**src/rtl/uart_pkg.sv**
```systemverilog
// Shared definitions for the parametrised UART: parity modes, TX state type
// and frame-length helper.
package uart_pkg;

  localparam int PAR_NONE = 0;
  localparam int PAR_ODD  = 1;
  localparam int PAR_EVEN = 2;

  typedef enum logic [2:0] {
    IDLE,
    START,
    DATA,
    PARITY,
    STOP
  } tx_state_t;

  // Serial bits in one frame: start + payload + optional parity + stop bits.
  function automatic int frame_bits(input int data_bits, input int parity, input int stop_bits);
    return 1 + data_bits + ((parity != PAR_NONE) ? 1 : 0) + stop_bits;
  endfunction

endpackage

```
**src/rtl/uart_baud_gen.sv**
```systemverilog
// Bit-period timer: counts 0..CLKS_PER_BIT-1 and flags the last cycle of
// each bit. Shared between the TX and RX sides.
module uart_baud_gen #(
  parameter int CLKS_PER_BIT = 10416
) (
  input  logic clk,
  input  logic rst,
  input  logic clear,
  output logic bit_end
);

  localparam int CW = (CLKS_PER_BIT > 1) ? $clog2(CLKS_PER_BIT) : 1;
  localparam logic [CW-1:0] LAST = CW'(CLKS_PER_BIT - 1);

  logic [CW-1:0] cnt;

  always_ff @(posedge clk) begin
    if (rst || clear) begin
      cnt <= '0;
    end else if (cnt == LAST) begin
      cnt <= '0;
    end else begin
      cnt <= cnt + 1'b1;
    end
  end

  assign bit_end = (cnt == LAST);

endmodule

```
**src/rtl/uart_tx_param.sv**
```systemverilog
// Parametrised UART transmitter (data width, parity, stop bits, baud divider).
// Optional input FIFO enabled by defining UART_TX_FIFO_EN.
module uart_tx_param #(
  parameter int CLKS_PER_BIT = 10416,
  parameter int DATA_BITS    = 8,
  parameter int PARITY       = 0,
  parameter int STOP_BITS    = 1,
  parameter int FIFO_DEPTH   = 4
) (
  input  logic                 clk,
  input  logic                 rst,
  input  logic                 tx_start,
  input  logic [DATA_BITS-1:0] tx_data,
  output logic                 tx_ready,
  output logic                 tx_busy,
  output logic                 tx_done,
  output logic                 tx
);

  import uart_pkg::*;

  if (CLKS_PER_BIT < 4 || DATA_BITS < 5 || DATA_BITS > 9 ||
      PARITY < PAR_NONE || PARITY > PAR_EVEN ||
      STOP_BITS < 1 || STOP_BITS > 2 ||
      FIFO_DEPTH < 2 || (FIFO_DEPTH & (FIFO_DEPTH - 1)) != 0) begin : g_bad_params
    $error("uart_tx_param: illegal parameter combination");
  end

  localparam int CNT_W = $clog2(frame_bits(DATA_BITS, PARITY, STOP_BITS));
  localparam logic [CNT_W-1:0] LAST_DATA = CNT_W'(DATA_BITS - 1);
  localparam logic [CNT_W-1:0] LAST_STOP = CNT_W'(STOP_BITS - 1);
  localparam logic PAR_INV = (PARITY == PAR_ODD);
  localparam logic HAS_PAR = (PARITY != PAR_NONE);

  tx_state_t            state;
  logic [DATA_BITS-1:0] shreg;
  logic                 par_q;
  logic [CNT_W-1:0]     bit_cnt;
  logic                 bit_end;
  logic                 load;
  logic [DATA_BITS-1:0] load_data;

  assign tx_busy = (state != IDLE);
  assign tx_done = (state == STOP) && (bit_cnt == LAST_STOP) && bit_end;

  uart_baud_gen #(
    .CLKS_PER_BIT(CLKS_PER_BIT)
  ) u_baud (
    .clk    (clk),
    .rst    (rst),
    .clear  ((state == IDLE) || load),
    .bit_end(bit_end)
  );

`ifdef UART_TX_FIFO_EN
  localparam int AW = $clog2(FIFO_DEPTH);

  logic [DATA_BITS-1:0] mem [FIFO_DEPTH];
  logic [AW:0]          wr_ptr;
  logic [AW:0]          rd_ptr;
  logic                 full;
  logic                 empty;
  logic                 push;

  // Extra pointer MSB tells a full FIFO from an empty one.
  assign empty    = (wr_ptr == rd_ptr);
  assign full     = (wr_ptr[AW] != rd_ptr[AW]) && (wr_ptr[AW-1:0] == rd_ptr[AW-1:0]);
  assign tx_ready = !full;
  assign push     = tx_start && tx_ready;
  // Popping during tx_done lets the next frame follow with no idle gap.
  assign load      = !empty && ((state == IDLE) || tx_done);
  assign load_data = mem[rd_ptr[AW-1:0]];

  always_ff @(posedge clk) begin
    if (push) begin
      mem[wr_ptr[AW-1:0]] <= tx_data;
    end
  end

  always_ff @(posedge clk) begin
    if (rst) begin
      wr_ptr <= '0;
      rd_ptr <= '0;
    end else begin
      if (push) begin
        wr_ptr <= wr_ptr + 1'b1;
      end
      if (load) begin
        rd_ptr <= rd_ptr + 1'b1;
      end
    end
  end
`else
  assign tx_ready  = !tx_busy;
  assign load      = tx_start && tx_ready;
  assign load_data = tx_data;
`endif

  always_ff @(posedge clk) begin
    if (rst) begin
      state   <= IDLE;
      tx      <= 1'b1;
      bit_cnt <= '0;
      shreg   <= '0;
      par_q   <= 1'b0;
    end else begin
      case (state)
        IDLE: begin
          tx <= 1'b1;
          if (load) begin
            shreg   <= load_data;
            par_q   <= (^load_data) ^ PAR_INV;
            bit_cnt <= '0;
            tx      <= 1'b0;
            state   <= START;
          end
        end
        START: begin
          if (bit_end) begin
            tx    <= shreg[0];
            shreg <= shreg >> 1;
            state <= DATA;
          end
        end
        DATA: begin
          if (bit_end) begin
            if (bit_cnt == LAST_DATA) begin
              bit_cnt <= '0;
              if (HAS_PAR) begin
                tx    <= par_q;
                state <= uart_pkg::PARITY;
              end else begin
                tx    <= 1'b1;
                state <= STOP;
              end
            end else begin
              bit_cnt <= bit_cnt + 1'b1;
              tx      <= shreg[0];
              shreg   <= shreg >> 1;
            end
          end
        end
        uart_pkg::PARITY: begin
          if (bit_end) begin
            tx    <= 1'b1;
            state <= STOP;
          end
        end
        STOP: begin
          if (bit_end) begin
            if (bit_cnt == LAST_STOP) begin
              bit_cnt <= '0;
              if (load) begin
                shreg <= load_data;
                par_q <= (^load_data) ^ PAR_INV;
                tx    <= 1'b0;
                state <= START;
              end else begin
                tx    <= 1'b1;
                state <= IDLE;
              end
            end else begin
              bit_cnt <= bit_cnt + 1'b1;
            end
          end
        end
        default: begin
          tx    <= 1'b1;
          state <= IDLE;
        end
      endcase
    end
  end

endmodule

```
**config.mk**
```make
export PLATFORM = sky130hd
export DESIGN_NAME = uart_tx_param
export DESIGN_NICKNAME = d
export VERILOG_FILES = /design/src/rtl/uart_pkg.sv /design/src/rtl/uart_baud_gen.sv /design/src/rtl/uart_tx_param.sv
export SDC_FILE = /design/constraint.sdc
export NUM_CORES = 1
export LEC_CHECK = 0
export ABC_CLOCK_PERIOD_IN_PS = 1980
export CORE_ASPECT_RATIO = 0.6
export CORE_UTILIZATION = 55
export CTS_CLUSTER_DIAMETER = 120
export DETAILED_ROUTE_END_ITERATION = 10
export PLACE_DENSITY = 0.76
export SLEW_MARGIN = 20
export SYNTH_ARGS = -nofsm -noshare
export SYNTH_HDL_FRONTEND = slang
export SYNTH_SLANG_ARGS = --single-unit
```
**constraint.sdc**
```tcl
create_clock -name clk -period 1.98 [get_ports clk]
set_input_delay 0.198 -clock clk [delete_from_list [all_inputs] [get_ports clk]]
set_output_delay 0.198 -clock clk [all_outputs]
set_load 0.02 [all_outputs]
```
==> flow_summary.toml, run 1 <==
[logic_synthesis]
ys_seq_area_frac = 0.336
synthDistinctLibCells = 46
netlist_area_mm2 = 0.00179
synth_fa_ha_area_frac = 0.0210
synth_compound_area_frac = 0.171
ys_ff_latch = 30
syn_avg_cell_area_um2 = 8.64
synth_edf_count = 0
synth_xor_area_frac = 0.0588
netlist_instances = 207
synth_mux_area_frac = 0.0497
ys_async_sr_fraction = 0
syn_nets = 221
yosys_warnings = 0
synth_flop_cell = "dfxtp_1"
synth_top_family_by_area = "simple AND/OR/NAND/NOR gates"
synth-simple-area-share = 0.304

[timing]
maxSlewViolCount = 0
finalSetupViolations = 0
worst_pin_slew_ns = 0.587
fin_skew_ns = 0.00801
relSlewSlack = 0.606
hold_viol = 0
period_share = 0.954
fin_setup_tns_ns = 0
fmax_ghz = 0.529
setup_ws_ns = 0.0914
period_needed_ns = 1.89
rsz0062_at_grt = "no"

[finish]
fin_cells = 271
layout-drive-gt1-share = 0.205
nets = 242
syn_to_final_growth_pct = 19.0
antenna_cells = 0

[worst_setup_path]
critPathCaptureType = "output port"
max_stage_delay_ns = 0.64
worstSetupStartpoint = "state[2]$_SDFFE_PP0P_"
worst_ep_required_time_ns = 1.78
critPathKind = "reg2out"
cp_cell_sequence = "buf_4 -> nor3_2 -> clkdlybuf4s50_1"
crit_slowest_cell = "clkdlybuf4s50_1"
crit_path_max_fanout = 21
r2r-start = "u_baud.cnt[1]$_SDFF_PP0_"
cp.arrival_ns = 1.69
cp-start-kind = "flop"

[routing]
via_per_inst = 5.91
drt_iter0_drc = 136
route.detailed.drc = 0
via_count = 1601
ant_nets = 0
firstDrtPassIters = 4
drt_wl_total_mm = 4.35
wl_per_cell_um = 16.0

[run_status]
outcome = "finished clean"

[job]
cap_violations = 0

[power_and_ir_drop]
p_leak_nw = 0.746
power_density_mw_per_mm2 = 671
power_mw = 1.43
peakVddDrop_uv = 567

[place]
pre_cts_slack_ns = 0.0484
place_inst = 263
place_hpwl_mm = 3.12
portBuffers = 14
gp_congestion = 0.942

[clock_network]
path_clk_slew_ns = 0.06
cts_tree = "built"
root_buffer = "clkbuf_8"
clock_path_buffers = 2
htreeDepth = 2
worstSkewPairLatency_ns = 0.29
cts-buffers-inserted = 5
cts_num_sinks = 30

[global_route]
grt_pass1_vias = 1394
grt_pass1_wl_mm = 7.02
antenna_found_initial = 0
grt-ovfl-total = 0
track_usage = 0.285
grt_max_degree = 22

[floorplanning]
coreArea_mm2 = 0.00298
fp-row-count = 15
die_width_um = 75.6
dieArea_mm2 = 0.00349
ios = 15
chipHeight_um = 46.2
start_util = 0.599

[min_path]
min_path_type = "reg2reg"
hp-start = "u_baud.cnt[13]$_SDFF_PP0_"
==> power breakdown <==
part           internal, mW  leakage [nW]  switching [mW]  total [mW]
combinational        0.0840         0.445          0.0924       0.176
clock                 0.370        0.0579           0.247       0.617
sequential            0.623         0.244          0.0118       0.635
total                  1.08         0.746           0.351        1.43
==> synthesized netlist by cell type, types with 7 or more instances <==
| library cell | n | area share |
|---|---|---|
| dfxtp_1 | 30 | 0.34 |
| nor2b_1 | 10 | 0.035 |
| mux2_2 | 7 | 0.044 |
| nand2b_1 | 7 | 0.024 |
| xor2_1 | 10 | 0.049 |
| nor2_1 | 10 | 0.021 |
| nor2_4 | 8 | 0.050 |
| nand3_1 | 14 | 0.039 |
| a21oi_1 | 15 | 0.042 |
| o21ai_0 | 13 | 0.036 |
==> cell usage in the layout (no fill, tap or decap), types with 2 or more instances in the layout <==
master           netlist  final
nand2b_1               7      7
a21oi_1               15     15
nor3_1                 6      5
o2111ai_1              5      5
dfxtp_1               30     30
clkdlybuf4s50_1        0     13
nor2_4                 8      8
o22ai_1                2      2
o21ai_0               13     12
or3b_2                 2      2
and4_4                 2      2
xnor2_1                2      2
a21o_1                 3      3
nor2_1                10     10
xor2_1                10     10
clkbuf_8               0      5
nand4_1                6      6
o31ai_1                2      2
clkinv_2               0      2
nand3_1               14     14
and3_1                 2      2
nor2b_1               10     10
ha_1                   3      2
inv_1                  6      6
or3_1                  3      3
nor4b_1                2      2
nand2_1                4      4
and4_1                 2      2
buf_4                  0     14
nor2_2                 2      2
mux2_2                 7      7
==> routing by layer <==
layer  part of all wire  wire [µm]  track usage
met5                  0          0            0
met4              0.019         82       0.0778
met3              0.071        310        0.103
met2               0.40       1740        0.373
met1               0.51       2210        0.426
==> layout make-up <==
class | instances | area, µm²
multi-input combinational | 156 | 1100
fill | 228 | 857
sequential | 30 | 601
timing repair buffer | 28 | 240
clock buffer | 5 | 68.8
tap | 42 | 52.6
clock inverter | 3 | 40.0
inverter | 7 | 26.3
==> flip-flops by register name, summed over array words and instances (netlist names) <==
signal	cells
shreg	8
bit_cnt	4
state	3
u_baud.cnt	14
tx	1
==> worst max-delay path, delay by kind of cell (launching register included) <==
family                 cells  cell delay, ns
buffers and inverters      2            0.84
flip-flops                 1            0.31
AND/OR/NAND/NOR            1            0.26
==> cell families (layout without fill, tap and decap cells) <==
kind of cell | after synthesis | count (layout)
AOI/OAI and AO/OA | 48 | 48
xor gates and xnor gates | 12 | 12
adders and majority gates | 3 | 3
buffers and inverters | 21 | 43
DFF | 30 | 30
muxes | 8 | 8
and+or+nand+nor | 85 | 85
==> worst paths after layout <==
check,endpoint,slack (ns),cells past startpoint
hold / removal,u_baud.cnt[13]$_SDFF_PP0_,0.49,2
hold reg to reg,u_baud.cnt[13]$_SDFF_PP0_,0.49,2
setup / recovery,tx_ready,0.09,3
setup reg to reg,shreg[0]$_SDFFE_PP0P_,0.11,6
==> repair_timing <==
action / 4_1_cts / 5_1_grt
hold buffers: 0 / 0
resized for setup: 1 / 6
endpoints found under the hold margin: 0 / 0
setup endpoints to repair: 1 / 9
gates cloned: 0 / 0
buffers inserted: 0 / 0
==> through the flow <==
stage | hold WS (ns) | area (µm²) | util
floorplan | 0.408 | 1790 | -
global placement | 0.465 | 2010 | 0.673
detailed placement | 0.478 | 2010 | 0.673
CTS | 0.486 | 2110 | 0.709
global route | 0.534 | 2130 | 0.713
finish | 0.491 | 2130 | 0.713
(Power assumes the default switching activity.)
==> run 2: changes to the inputs <==
--- a/config.mk
+++ b/config.mk
@@ -7,9 +7,11 @@
 export LEC_CHECK = 0
 export ABC_CLOCK_PERIOD_IN_PS = 1980
 export CORE_ASPECT_RATIO = 0.6
+export CORE_MARGIN = 5
 export CORE_UTILIZATION = 55
 export CTS_CLUSTER_DIAMETER = 120
 export DETAILED_ROUTE_END_ITERATION = 10
+export MAX_ROUTING_LAYER = met4
 export PLACE_DENSITY = 0.76
 export SLEW_MARGIN = 20
 export SYNTH_ARGS = -nofsm -noshare
==> run 2 against run 1 <==
Clock skew fell by 0.0029 ns. Die area is 30% higher. Cell count increased by 1.8%. Sequential power hardly changed. Flip-flop and latch count unchanged. Non-clock buffer count is 2 higher. Maximum frequency rose by 1.1%. Global-route usage down 7.6 points. Via count fell by 2.0%. Hold slack got worse by 0.0091 ns. Sequential share of layout area increased by 0.15 points. Register-to-register slack is essentially flat. Highest routed layer unchanged.
==> flow_summary.toml, run 2 (synthesis gave the netlist of run 1 again) <==
[run_status]
outcome = "finished clean"

[power_and_ir_drop]
switching_share = 0.258
p_switching_uw = 343
seqPwrFrac = 0.477
p_leak_nw = 0.750
clkPwrFrac = 0.395
peakVddDrop_uv = 505
power_frac_comb = 0.128
p_int_uw = 985
power_density_mw_per_mm2 = 628

[finish]
antenna_cells = 0
layout-drive-gt1-share = 0.203
nets = 244
top_register = "u_baud.cnt"
reg_top3 = "u_baud.cnt x14, shreg x8, bit_cnt x4"
fill_cells = 261
final_common_cell = "dfxtp_1"
final_util = 0.665
syn_to_final_growth_pct = 18.3
final_cell_mix = "30 x dfxtp_1, 16 x buf_4, 15 x a21oi_1"
largest_reg_flops = 14

[place]
portBuffers = 14
gp_congestion = 0.882
place_hpwl_mm = 3.16

[global_route]
antenna_found_initial = 0
grtUsageMet2 = 0.339
globalRouteMet1Util = 0.254
use_met3 = 0.0520
grt_pass1_wl_mm = 6.89
track_usage = 0.209
grt-ovfl-total = 0
grt_pass1_vias = 1435
busiest_layer = "met2"
grt_max_degree = 22

[clock_network]
htreeDepth = 2
cts-buffers-inserted = 5
clock_path_buffers = 2
worstSkewPairLatency_ns = 0.29
cts_tree = "built"
path_clk_slew_ns = 0.07
cts_num_sinks = 30
root_buffer = "clkbuf_8"

[floorplanning]
coreArea_mm2 = 0.00318
chipHeight_um = 54.2
dieArea_mm2 = 0.00453
fp-row-count = 16
ios = 15
die_width_um = 83.6
start_util = 0.562

[job]
cap_violations = 0

[timing]
worst_pin_slew_ns = 0.639
fin_skew_ns = 0.00516
fin_setup_tns_ns = 0
hold_viol = 0
maxSlewViolCount = 0
relSlewSlack = 0.571
fmax_ghz = 0.535
period_share = 0.944
finalSetupViolations = 0
rsz0062_at_grt = "no"
period_needed_ns = 1.87

[worst_setup_path]
crit_slowest_cell = "clkdlybuf4s50_1"
cp_cell_sequence = "buf_4 -> nor3_2 -> inv_1 -> clkdlybuf4s50_1"
cp-start-kind = "flop"
critPathCaptureType = "output port"
cp_top_family = "buffers and inverters"
worst_ep_required_time_ns = 1.78
crit_path_max_fanout = 21
cp.arrival_ns = 1.67
max_stage_delay_ns = 0.53
critPathKind = "reg2out"
crit_buf_inv = 3

[routing]
via_count = 1569
route.detailed.drc = 0
via_per_inst = 5.68
drt_iter0_drc = 133
firstDrtPassIters = 4
drt_wl_total_mm = 4.22
wl_per_cell_um = 15.3
ant_nets = 0

[min_path]
min_path_type = "reg2reg"
-- run 2: worst paths after layout --
path | from | end | slack [ns] | depth (start not counted)
worst min register to register | shreg[7]$_SDFFE_PP0P_ | shreg[7]$_SDFFE_PP0P_ | 0.48 | 2
worst max register to register | u_baud.cnt[0]$_SDFF_PP0_ | shreg[2]$_SDFFE_PP0P_ | 0.12 | 6
worst max-delay path | state[2]$_SDFFE_PP0P_ | tx_busy | 0.11 | 4
worst min-delay path | shreg[7]$_SDFFE_PP0P_ | shreg[7]$_SDFFE_PP0P_ | 0.48 | 2
-- run 2: power groups by stage --
stage / clock network, mW / registers (mW) / logic [mW]
floorplan: 0 / 0.646 / 0.111
global placement: 0 / 0.645 / 0.163
detailed placement: 0 / 0.647 / 0.170
CTS: 0.535 / 0.634 / 0.170
global route: 0.563 / 0.635 / 0.186
finish: 0.524 / 0.633 / 0.171
-- run 2: routing by layer --
metal / wire (µm) / part of all wire
met1: 1970 / 0.47
met2: 1900 / 0.45
met3: 278 / 0.066
met4: 65 / 0.015
met5: 0 / 0
-- run 2: cell type report --
cell class	instances	area (µm²)	share of cell area
multi-input cells	156	1090	0.514
flip-flops and latches	30	601	0.284
repair buffers	30	254	0.120
clock buffers	7	86.3	0.0408
well taps	45	56.3	0.0266
inverters	7	26.3	0.0124
clock inverters	1	5.00	0.00237
-- run 2: tightest hold or removal path: stages, from the launching register on --
cell and delay (ns):
dfxtp_1 0.31, nand2b_1 0.06, mux2i_1 0.06
-- run 2: timing repair --
item / CTS / global route
resized for setup: 2 / 3
pin swaps: 0 / 0
gates cloned: 0 / 0
endpoints found under the setup margin: 2 / 2
setup buffers: 0 / 0
hold buffers: 0 / 0
-- run 2: through the flow --
step                worst slack, ns  hold slack [ns]  area (µm²)  power, mW  std cells
floorplan                     0.151            0.408        1790      0.757        207
CTS                          0.0195            0.482        2110       1.34        276
detailed placement            0.116            0.474        2030      0.817        268
global route                 0.0354            0.502        2120       1.38        276
global placement              0.128            0.464        2030      0.809        268
finish                        0.112            0.482        2120       1.33        276
==> run 3: changes to the inputs <==
--- a/config.mk
+++ b/config.mk
@@ -17,3 +17,4 @@
 export SYNTH_ARGS = -nofsm -noshare
 export SYNTH_HDL_FRONTEND = slang
 export SYNTH_SLANG_ARGS = --single-unit
+export TNS_END_PERCENT = 10
==> results of run 3 <==
Final layout, timing and power as in run 2 (identical DEF).
